[src/rtl/alu_pkg.sv]
// alu_pkg: shared ALU widths, opcode constants, status-byte layout and sequencer states.
package alu_pkg;
   localparam int SIZEDATA = 8;
   localparam int SIZEOP   = 6;
   localparam logic [5:0] OP_ADD = 6'b100000;
   localparam logic [5:0] OP_SUB = 6'b100010;
   localparam logic [5:0] OP_AND = 6'b100100;
   localparam logic [5:0] OP_OR  = 6'b100101;
   localparam logic [5:0] OP_XOR = 6'b100110;
   localparam logic [5:0] OP_NOR = 6'b100111;
   localparam logic [5:0] OP_SRA = 6'b000011;
   localparam logic [5:0] OP_SRL = 6'b000010;
   localparam int ST_CARRY   = 0;
   localparam int ST_ILLEGAL = 1;
   typedef enum logic [2:0] {
      GET_A, GET_B, GET_OP, EXEC, SEND_RES, WAIT_RES, SEND_STAT, WAIT_STAT
   } state_t;
endpackage

[src/rtl/uart_alu_interface.sv]
// uart_alu_interface: gathers A, B, opcode bytes from UART RX, samples the external ALU,
// and returns a result byte followed by a status byte over UART TX.
module uart_alu_interface
   import alu_pkg::*;
#(
   parameter int SIZEDATA = alu_pkg::SIZEDATA,
   parameter int SIZEOP   = alu_pkg::SIZEOP
) (
   input  logic                CLK,
   input  logic                RESET_N,
   input  logic [SIZEDATA-1:0] RX_DATA,
   input  logic                RX_DONE,
   input  logic                TX_DONE,
   input  logic [SIZEDATA-1:0] ALU_RESULT,
   input  logic                ALU_CARRY,
   output logic [SIZEDATA-1:0] DATOA,
   output logic [SIZEDATA-1:0] DATOB,
   output logic [SIZEOP-1:0]   OPCODE,
   output logic [SIZEDATA-1:0] TX_DATA,
   output logic                TX_START,
   output logic                BUSY
);
   state_t              state_q, state_d;
   logic [SIZEDATA-1:0] a_q, a_d, b_q, b_d, res_q, res_d, status;
   logic [SIZEOP-1:0]   op_q, op_d;
   logic                ill_q, ill_d, cy_q, cy_d;

   function automatic logic is_legal(input logic [SIZEOP-1:0] op);
      return op inside {OP_ADD, OP_SUB, OP_AND, OP_OR, OP_XOR, OP_NOR, OP_SRA, OP_SRL};
   endfunction

   always_ff @(posedge CLK or negedge RESET_N) begin
      if (!RESET_N) begin
         state_q <= GET_A;
         a_q     <= '0;
         b_q     <= '0;
         op_q    <= '0;
         res_q   <= '0;
         ill_q   <= 1'b0;
         cy_q    <= 1'b0;
      end else begin
         state_q <= state_d;
         a_q     <= a_d;
         b_q     <= b_d;
         op_q    <= op_d;
         res_q   <= res_d;
         ill_q   <= ill_d;
         cy_q    <= cy_d;
      end
   end

   always_comb begin
      state_d = state_q;
      a_d     = a_q;
      b_d     = b_q;
      op_d    = op_q;
      res_d   = res_q;
      ill_d   = ill_q;
      cy_d    = cy_q;
      case (state_q)
         GET_A: if (RX_DONE) begin
            a_d     = RX_DATA;
            state_d = GET_B;
         end
         GET_B: if (RX_DONE) begin
            b_d     = RX_DATA;
            state_d = GET_OP;
         end
         GET_OP: if (RX_DONE) begin
            op_d    = RX_DATA[SIZEOP-1:0];
            ill_d   = (RX_DATA[SIZEDATA-1:SIZEOP] != '0) || !is_legal(RX_DATA[SIZEOP-1:0]);
            state_d = EXEC;
         end
         EXEC: begin
            res_d   = ill_q ? '0 : ALU_RESULT;
            cy_d    = ill_q ? 1'b0 : ALU_CARRY;
            state_d = SEND_RES;
         end
         SEND_RES:  state_d = WAIT_RES;
         WAIT_RES:  state_d = TX_DONE ? SEND_STAT : WAIT_RES;
         SEND_STAT: state_d = WAIT_STAT;
         WAIT_STAT: state_d = TX_DONE ? GET_A : WAIT_STAT;
         default:   state_d = GET_A;
      endcase
   end

   always_comb begin
      status             = '0;
      status[ST_CARRY]   = cy_q;
      status[ST_ILLEGAL] = ill_q;
   end

   // TX_DATA is decoded from state so it holds steady for the whole send/wait pair.
   assign TX_DATA  = (state_q inside {SEND_STAT, WAIT_STAT}) ? status :
                     (state_q inside {SEND_RES, WAIT_RES})   ? res_q  : '0;
   assign TX_START = (state_q == SEND_RES) || (state_q == SEND_STAT);
   assign BUSY     = (state_q != GET_A);
   assign DATOA    = a_q;
   assign DATOB    = b_q;
   assign OPCODE   = op_q;
endmodule

[config.mk]
export PLATFORM = sky130hd
export DESIGN_NAME = uart_alu_interface
export DESIGN_NICKNAME = d
export VERILOG_FILES = /design/src/rtl/alu_pkg.sv /design/src/rtl/uart_alu_interface.sv
export SDC_FILE = /design/constraint.sdc
export NUM_CORES = 1
export LEC_CHECK = 0
export BUFFER_PORTS_ARGS = -buffer_cell sky130_fd_sc_hd__buf_4
export CAP_MARGIN = 20
export CORE_MARGIN = 10
export CORE_UTILIZATION = 38
export CTS_BUF_LIST = sky130_fd_sc_hd__clkbuf_2 sky130_fd_sc_hd__clkbuf_4 sky130_fd_sc_hd__clkbuf_8
export DETAILED_ROUTE_END_ITERATION = 16
export PLACE_DENSITY = 0.6
export SYNTH_ARGS = -nofsm -noshare
export SYNTH_HDL_FRONTEND = slang
export SYNTH_SLANG_ARGS = --single-unit
[constraint.sdc]
create_clock -name CLK -period 4.55 [get_ports CLK]
set_clock_uncertainty 0.2 [all_clocks]
set_input_delay 0.455 -clock CLK [delete_from_list [all_inputs] [get_ports CLK]]
set_output_delay 0.455 -clock CLK [all_outputs]
set_load 0.03 [all_outputs]
Word-level counts from Yosys, hierarchy flattened
Index checks and enable logic that the tools add are counted.
{"block": "classes", "n_eq_ne": 18, "muxes": 10, "n_reduce_logical": 13}
{"cell": "$eq 6x6->1 const B", "n": 6}
{"cell": "$mux 8", "n": 3}
{"cell": "$pmux 3 s8", "n": 1}
{"cell": "$eq 3x3->1 const B", "n": 4}
{"cell": "$eq 6x2->1 const B", "n": 2}
{"cell": "$mux 3", "n": 4}
{"cell": "$reduce_bool 8->1", "n": 1}
{"cell": "$eq 3x2->1 const B", "n": 2}
{"cell": "$ne 2x2->1 const B", "n": 3}
{"cell": "$reduce_and 2->1", "n": 3}
{"cell": "$reduce_bool 2->1", "n": 3}
{"cell": "$eq 3x1->1 const B", "n": 1}
{"cell": "$logic_not 3->1", "n": 1}
{"cell": "$reduce_and 3->1", "n": 1}
{"cell": "$reduce_bool 3->1", "n": 1}
{"cell": "$logic_or 1x1->1", "n": 2}
{"cell": "$mux 2", "n": 1}
{"cell": "$logic_not 1->1", "n": 1}
{"cell": "$mux 1", "n": 1}
{"block": "totals", "reg_bits": 35, "in_bits": 21, "out_inout_bits": 32, "elab_cells": 48}

Logic depth before layout (Yosys ltp)
Gate-level depths: netlist of run 1.
{"block": "depth", "word_depth": 4, "depth_mapped": 5, "mapped_depth_nobuf": 3}

Worst setup path before layout of run 1
Ideal clock, no wire load.
{"block": "synth_path", "kind": "register to output", "from": "register state_q[1]", "to": "output TX_DATA[1]", "t_arrival_ns": 1.085, "required_time_ns": 3.895, "setup_slack_ns": 2.810, "path_stages_with_launch": 4, "n_path_buf": 1, "cell_sequence": "dfrtp_1 -> buf_2 -> mux2i_1 -> nor2b_1"}
{"block": "synth_via", "elab_chain_len": 4, "elab_cells_between_ends": 8, "cone_classes": "4 x eq/ne; 2 x mux; 2 x reduce/logical"}
{"item": "start, declared", "line_no": "uart_alu_interface.sv:23", "rtl": "state_t state_q, state_d;"}
{"item": "start signal, assigned", "line_no": "uart_alu_interface.sv:42", "rtl": "state_q <= state_d;"}
{"item": "$eq 3x3->1", "line_no": "uart_alu_interface.sv:95", "rtl": "(state_q inside {SEND_RES, WAIT_RES}) ? res_q : '0;"}
{"item": "$reduce_bool 2->1", "line_no": "uart_alu_interface.sv:95"}
{"item": "$mux 8", "line_no": "uart_alu_interface.sv:95"}
{"item": "$mux 8 (*)", "line_no": "uart_alu_interface.sv:94", "rtl": "assign TX_DATA = (state_q inside {SEND_STAT, WAIT_STAT}) ? status :"}
{"item": "end, declared", "line_no": "uart_alu_interface.sv:19", "rtl": "output logic [SIZEDATA-1:0] TX_DATA,"}
Every way passes the cells marked *; elsewhere a longest branch is shown, timed or not.

Worst setup path in the final report of run 1
{"block": "layout_path", "from": "register state_q[2]", "to": "output TX_DATA[2]"}
The elaborated chain is that of the path after synthesis.

==> summary.json, run 1 <==
{
  "logic_synthesis": {
    "yosys.area.top_type": "sky130_fd_sc_hd__dfrtp_1",
    "synth.yosys.seq_area_share_pct": 56.7,
    "avgSynthCellArea_um2": 12.5,
    "synth_top_area_share_pct": 56.7,
    "synth-async-reset-ratio_pct": 100,
    "synth_seq_cells": 35,
    "synth_area_um2": 1540,
    "synth.lib_cells_used.distinct": 26,
    "synth.top_cells.by_area": "sky130_fd_sc_hd__dfrtp_1 57%, sky130_fd_sc_hd__mux2_2 16%, sky130_fd_sc_hd__nand2b_1 4.1%, sky130_fd_sc_hd__o21ai_0 2.9%, sky130_fd_sc_hd__nand2_1 2.9%",
    "synth_enable_flop_cells": 0,
    "synth.most_common_cell": "sky130_fd_sc_hd__dfrtp_1",
    "synth.top_cells.by_count": "35 x sky130_fd_sc_hd__dfrtp_1, 22 x sky130_fd_sc_hd__mux2_2, 12 x sky130_fd_sc_hd__nand2_1, 10 x sky130_fd_sc_hd__nand2b_1, 9 x sky130_fd_sc_hd__o21ai_0",
    "synth-main-ff-cell": "sky130_fd_sc_hd__dfrtp_1",
    "synth_warnings": 0,
    "synthesized_netlist_net_count": 145,
    "synthesis.instances": 124
  },
  "finish": {
    "share_of_layout_cells_above_drive_strength_1_pct": 47.5,
    "num_antenna_cells": 0,
    "nNetsFinal": 199,
    "area_delta_synth_final_pct": 34.8
  },
  "clock_tree": {
    "cts_tree": "built",
    "clock_path_buffers": 2,
    "worst_skew_pair.late_latency_ns": 0.28,
    "cts_sinks": 35,
    "cts.reportedPaths.clkPinSlew_ns": 0.07,
    "numCtsBuffers": 5,
    "root_buffer": "sky130_fd_sc_hd__clkbuf_8",
    "total_number_of_h_tree_levels": 2
  },
  "detailed_routing": {
    "dr_total_vias": 1106,
    "detail-route-antenna-nets": 0,
    "totalWireLength_um": 3750,
    "drt_first_pass_iters": 4,
    "route.detailed.wl_per_inst_um": 16.4,
    "drc_errors": 0,
    "post_dr_vias_cell": 4.83,
    "initialDrtViolationCount": 69
  },
  "worst_setup_path": {
    "worst-endpoint-required_ns": 3.89,
    "ff2ff_path_depth": 3,
    "r2r_slack_ns": 2.68,
    "reg2reg_to": "DATOA[2]$_DFFE_PN0P_",
    "critical_path_launch_point_type": "flop",
    "endpoint_kind": "output port",
    "rr_startpoint": "state_q[1]$_DFFE_PN0P_",
    "type_of_the_worst_setup_path": "flop to output port",
    "critical_path.max_fanout": 12,
    "worstSetupEndpoint": "TX_DATA[2]",
    "critPathLaunch": "state_q[2]$_DFFE_PN0P_",
    "critical_path_arrival_ns": 1.53
  },
  "global_routing": {
    "grt_pass1_wl_um": 6360,
    "grt_antenna_before_repair": 0,
    "largest_net_degree_at_the_start_of_global_routing": 36,
    "grt.overflow.total": 0,
    "globalRouteTotalUtil_pct": 10.9,
    "grt_pass1_vias": 1258
  },
  "sta": {
    "finalWorstPathRequiredPeriod_ns": 2.18,
    "min_period_over_period_pct": 47.9,
    "grt_setup_unrepaired": "no",
    "timing.hold.ws_ns": 0.211,
    "drv_slew": 0,
    "achievable-frequency_mhz": 458,
    "worstMarginPinSlew_ns": 0.586,
    "slew-limit-headroom_pct": 60.8,
    "setup_viol": 0,
    "fin_tns_setup_ns": 0,
    "finalHoldViolCount": 0
  },
  "place": {
    "hpwlAfterDp_um": 2750,
    "globalplace.congestion": 0.707,
    "portBuffers": 52
  },
  "pwr": {
    "power.leakage_uw": 0.000977,
    "power_density_nw_per_um2": 798,
    "worst_supply_voltage_drop_on_vdd_mv": 0.397,
    "power.total_uw": 1660
  },
  "floorplanning": {
    "core.rowCount": 23,
    "core_um2": 3970,
    "floorplan.die.width_um": 83.7,
    "floorplan.die_area_um2": 7010,
    "design.portCount": 53,
    "die_height_um": 83.7,
    "initial_core_util_pct": 38.9
  },
  "hold_path": {
    "hp-class": "primary input to flop"
  },
  "status": {
    "status": "finished, final reports clean"
  },
  "run": {
    "maxCapViolations": 0
  }
}
[layout by cell type (no fill, tap or decap), drive strengths merged]
master       netlist  layout
a21o               1       1
nor3               2       2
a31oi              2       2
buf                5      52
nand2b            11      11
clkinv             0       1
and2               6       6
mux2              22      22
nor2               2       2
or4                1       1
a221o              2       2
nand2             12      12
dfrtp             35      35
o21ai              9       9
or3                1       1
mux2i              3       3
clkbuf             1       6
nand3              1       1
nor2b              4       4
bufinv             0       1
dlygate4sd3        0       1
and4bb             1       1
inv                2       2
nand3b             1       1
[metal layers]
layer	track usage [%]	part of all wire (%)
met5	0	0
met4	2.28	0.64
met3	5.37	7.9
met2	16.9	45
met1	13.2	46
[through the flow]
step | setup WS, ns | instances | cell area (um^2) | utilization [%]
floorplan | 2.81 | 124 | 1540 | -
global placement | 2.70 | 220 | 1950 | 49.2
detailed placement | 2.67 | 220 | 1950 | 49.2
CTS | 2.34 | 229 | 2080 | 52.4
global route | 2.22 | 229 | 2080 | 52.4
finish | 2.37 | 229 | 2080 | 52.4
[sequential cells by signal, summed over array words and instances (netlist names)]
register,cells
ill_q,1
res_q,8
state_q,3
cy_q,1
OPCODE,6
DATOA,8
DATOB,8
[how the worst min path moves through the flow]
stage               startpoint                endpoint  slack (ns)  depth (start not counted)
finish              RX_DATA[7]    DATOB[7]$_DFFE_PN0P_        0.21                          2
CTS                 RX_DATA[7]    DATOB[7]$_DFFE_PN0P_        0.21                          2
global route        RX_DATA[7]    DATOA[7]$_DFFE_PN0P_        0.21                          2
detailed placement     RESET_N  state_q[0]$_DFFE_PN0P_        0.24                          1
floorplan              RESET_N    DATOA[0]$_DFFE_PN0P_       -0.04                          0
global placement       RESET_N        cy_q$_DFFE_PN0P_        0.23                          1
[area by class of cell]
type | instances | area [um^2]
fillers | 368 | 1890
flip-flops and latches | 35 | 876
multi-input cells | 81 | 617
repair buffers | 53 | 400
clock buffers | 6 | 82.6
well taps | 50 | 62.6
clock inverters | 2 | 35.0
inverters | 2 | 7.51
[critical path: stages (launching register included)]
cell	delay, ns
sky130_fd_sc_hd__dfrtp_1	0.55
sky130_fd_sc_hd__nor2b_1	0.35
sky130_fd_sc_hd__and2_1	0.18
sky130_fd_sc_hd__buf_4	0.16
[power breakdown]
group / switching [uW] / internal, uW / leakage, uW
sequential: 123 / 464 / 0.000431
combinational: 444 / 341 / 0.000484
clock: 111 / 177 / 0.0000612
total: 678 / 982 / 0.000977
[logic make-up after synthesis]
family	Yosys count	synth area share, %
buf+inv	8	3.32
compound gates	14	5.51
flops	35	56.7
simple gates	42	16.5
mux	25	18.0
[repair_timing]
item	in CTS	in global routing
gates resized for setup	0	0
endpoints found under the hold margin	35	0
hold buffers	1	0
buffers inserted	0	0
(Power assumes the default switching activity.)
==> run 2: changes to the inputs <==
==> constraint.sdc (replaced) <==
create_clock -name CLK -period 2.2 [get_ports CLK]
set_clock_uncertainty 0.2 [all_clocks]
set_input_delay 0.22 -clock CLK [delete_from_list [all_inputs] [get_ports CLK]]
set_output_delay 0.22 -clock CLK [all_outputs]
set_load 0.03 [all_outputs]
==> run 2 against run 1 <==
- first-iteration DRC count is 62% lower
- hold slack got worse by 0.20 ns
- clock-buffer cell count is 1 lower
- design area grew 6.2%
- utilization grew 3.2 points
- non-clock buffer count rose by 16
- sequential share of layout area decreased by 2.5 points
- wire length is 1.3% higher
- largest cell class unchanged
==> summary.json, run 2 (synthesis results as in run 1) <==
{
  "finish": {
    "fill_cells": {"value": 361, "change": "-1.9%"},
    "area_delta_synth_final_pct": 43.1,
    "finish.cell_count_without_fillers": {"value": 245, "change": "+7.0%"},
    "share_of_layout_cells_above_drive_strength_1": {"value": 44.1, "unit": "%", "change": "-3.4 points"},
    "layout.cells.most_common_list": "53 x sky130_fd_sc_hd__buf_4, 35 x sky130_fd_sc_hd__dfrtp_1, 22 x sky130_fd_sc_hd__mux2_2, 16 x sky130_fd_sc_hd__dlygate4sd3_1, 12 x sky130_fd_sc_hd__nand2_1",
    "nNetsFinal": {"value": 215, "change": "+8.0%"},
    "num_antenna_cells": {"value": 0, "change": "unchanged"},
    "mostFrequentLayoutCell": "sky130_fd_sc_hd__buf_4"
  },
  "worst_setup_path": {
    "ff2ff_path_depth": {"value": 2, "change": "-1"},
    "endpoint_kind": "output port",
    "worst-endpoint-required": {"value": 1.78, "unit": "ns", "change": "-2.11 ns"},
    "critical_path_launch_point_type": "flop",
    "rr_startpoint": "state_q[0]$_DFFE_PN0P_",
    "reg2reg_to": "OPCODE[5]$_DFFE_PN0P_",
    "type_of_the_worst_setup_path": "flop to output port",
    "r2r_slack": {"value": 0.44, "unit": "ns", "change": "-2.24 ns"},
    "critical_path.max_fanout": {"value": 12, "change": "unchanged"},
    "critical_path_arrival": {"value": 1.53, "unit": "ns", "change": "about the same"}
  },
  "floorplanning": {
    "core.rowCount": {"value": 23, "change": "unchanged"},
    "floorplan.die_area": {"value": 7010, "unit": "um^2", "change": "unchanged"},
    "floorplan.die.width": {"value": 83.7, "unit": "um", "change": "unchanged"},
    "die_height": {"value": 83.7, "unit": "um", "change": "unchanged"},
    "core": {"value": 3970, "unit": "um^2", "change": "unchanged"},
    "initial_core_util": {"value": 38.9, "unit": "%", "change": "unchanged"},
    "design.portCount": {"value": 53, "change": "unchanged"}
  },
  "sta": {
    "setup_viol": {"value": 0, "change": "unchanged"},
    "fin_tns_setup": {"value": 0, "unit": "ns", "change": "unchanged"},
    "min_period_over_period_pct": 88.5,
    "drv_slew": {"value": 0, "change": "unchanged"},
    "finalWorstPathRequiredPeriod_ns": 1.95,
    "worstMarginPinSlew": {"value": 0.574, "unit": "ns", "change": "-0.0127 ns"},
    "grt_setup_unrepaired": "no",
    "achievable-frequency_mhz": 514,
    "finalHoldViolCount": {"value": 0, "change": "unchanged"},
    "slew-limit-headroom": {"value": 61.6, "unit": "%", "change": "+0.85 points"}
  },
  "pwr": {
    "power_density": {"value": 1510, "unit": "nW/um^2", "change": "+89%"},
    "p_int": {"value": 1910, "unit": "uW", "change": "+95%"},
    "worst_supply_voltage_drop_on_vdd": {"value": 0.847, "unit": "mV", "change": "+110%"},
    "combinationalPowerShare": {"value": 50.5, "unit": "%", "change": "+3.2 points"},
    "sw_pwr": {"value": 1410, "unit": "uW", "change": "+110%"},
    "seq_power_share": {"value": 35.7, "unit": "%", "change": "+0.3 points"},
    "power.leakage": {"value": 0.00102, "unit": "uW", "change": "+4.8%"},
    "power_frac_clock": {"value": 13.8, "unit": "%", "change": "-3.5 points"},
    "switching_share": {"value": 42.4, "unit": "%", "change": "+1.6 points"}
  },
  "clock_tree": {
    "worst_skew_pair.late_latency": {"value": 0.29, "unit": "ns", "change": "about the same"},
    "root_buffer": "sky130_fd_sc_hd__clkbuf_8",
    "numCtsBuffers": {"value": 5, "change": "unchanged"},
    "clock_path_buffers": {"value": 2, "change": "unchanged"},
    "cts_tree": "built",
    "total_number_of_h_tree_levels": {"value": 2, "change": "unchanged"},
    "cts.reportedPaths.clkPinSlew": {"value": 0.07, "unit": "ns", "change": "about the same"},
    "cts_sinks": {"value": 35, "change": "unchanged"}
  },
  "detailed_routing": {
    "totalWireLength": {"value": 3800, "unit": "um", "change": "+1.3%"},
    "post_dr_vias_cell": {"value": 4.70, "change": "-2.7%"},
    "dr_total_vias": {"value": 1151, "change": "+4.1%"},
    "drt_first_pass_iters": {"value": 2, "change": "-2"},
    "initialDrtViolationCount": {"value": 26, "change": "-62%"},
    "drc_errors": {"value": 0, "change": "unchanged"},
    "detail-route-antenna-nets": {"value": 0, "change": "unchanged"},
    "route.detailed.wl_per_inst": {"value": 15.5, "unit": "um", "change": "-5.4%"}
  },
  "place": {
    "globalplace.congestion": {"value": 0.723, "change": "+2.2%"},
    "dp.cells": {"value": 221, "change": "+0.45%"},
    "hpwlAfterDp": {"value": 2780, "unit": "um", "change": "+1.3%"},
    "portBuffers": {"value": 52, "change": "unchanged"}
  },
  "global_routing": {
    "globalRouteTotalUtil": {"value": 11.3, "unit": "%", "change": "+0.42 points"},
    "grt_pass1_wl": {"value": 6510, "unit": "um", "change": "+2.4%"},
    "largest_net_degree_at_the_start_of_global_routing": {"value": 36, "change": "unchanged"},
    "grt_pass1_vias": {"value": 1285, "change": "+2.1%"},
    "grt_antenna_before_repair": {"value": 0, "change": "unchanged"},
    "grt.overflow.total": {"value": 0, "change": "unchanged"}
  },
  "hold_path": {
    "hp-class": "primary input to flop",
    "holdPathEnd": "res_q[2]$_DFFE_PN0P_",
    "timing.hold.worst_path_depth": {"value": 3, "change": "+1"},
    "worstHoldStart": "ALU_RESULT[2]"
  },
  "run": {
    "maxCapViolations": {"value": 0, "change": "unchanged"}
  },
  "status": {
    "status": "finished, final reports clean"
  }
}
## run 2: worst max-delay path by stage
stage | from | to | slack [ns] | cells past startpoint
3_3_place_gp | state_q[0]$_DFFE_PN0P_ | OPCODE[1]$_DFFE_PN0P_ | 0.46 | 2
4_1_cts | state_q[2]$_DFFE_PN0P_ | TX_DATA[2] | 0.22 | 3
2_1_floorplan | state_q[0]$_DFFE_PN0P_ | OPCODE[0]$_DFFE_PN0P_ | 0.67 | 4
3_5_place_dp | state_q[0]$_DFFE_PN0P_ | OPCODE[4]$_DFFE_PN0P_ | 0.43 | 2
6_report | state_q[2]$_DFFE_PN0P_ | TX_DATA[2] | 0.25 | 3
5_1_grt | state_q[2]$_DFFE_PN0P_ | TX_DATA[5] | 0.10 | 3
## run 2: power by group through the flow
stage                     clock, uW  sequential (uW)  combinational, uW
after floorplan                   0             1510                769
after global placement            0             1180               1660
after detailed placement          0             1200               1690
after CTS                       475             1190               1710
after global routing            516             1250               1810
final                           457             1190               1680
## run 2: metrics by stage
step	hold slack [ns]	setup slack [ns]	utilization, %	total power, uW	area [um^2]
finish	0.00573	0.253	55.6	3330	2210
global route	0.00837	0.102	55.6	3580	2210
CTS	0.00159	0.220	55.6	3380	2210
detailed placement	-0.00155	0.432	49.4	2890	1960
global placement	-0.00337	0.461	49.4	2840	1960
floorplan	-0.276	0.671	-	2280	1540
## run 2: cell type report
cell class              instances  area (um^2)  share of cell area (%)
flip-flops and latches         35          876                    39.6
multi-input cells              81          617                    27.9
repair buffers                 69          558                    25.3
clock buffers                   5         68.8                    3.11
well taps                      50         62.6                    2.83
clock inverters                 3         20.0                   0.906
inverters                       2         7.51                   0.340
## run 2: routing by layer
| metal | wire (um) | part of all wire (%) | GRT usage, % |
|---|---|---|---|
| met5 | 0 | 0 | 0 |
| met3 | 353 | 9.3 | 5.86 |
| met1 | 1600 | 42 | 12.8 |
| met2 | 1810 | 48 | 18.0 |
| met4 | 42 | 1.1 | 3.20 |
## run 2: repair_timing
item	4_1_cts	5_1_grt
endpoints found under the hold margin	61	0
buffers inserted	0	0
resized for setup	0	0
hold buffers	16	0
## run 2: worst max-delay path, stage by stage, from the launching register on
cell                      delay [ns]
sky130_fd_sc_hd__dfrtp_1        0.54
sky130_fd_sc_hd__nor2b_1        0.35
sky130_fd_sc_hd__and2_1         0.19
sky130_fd_sc_hd__buf_4          0.16
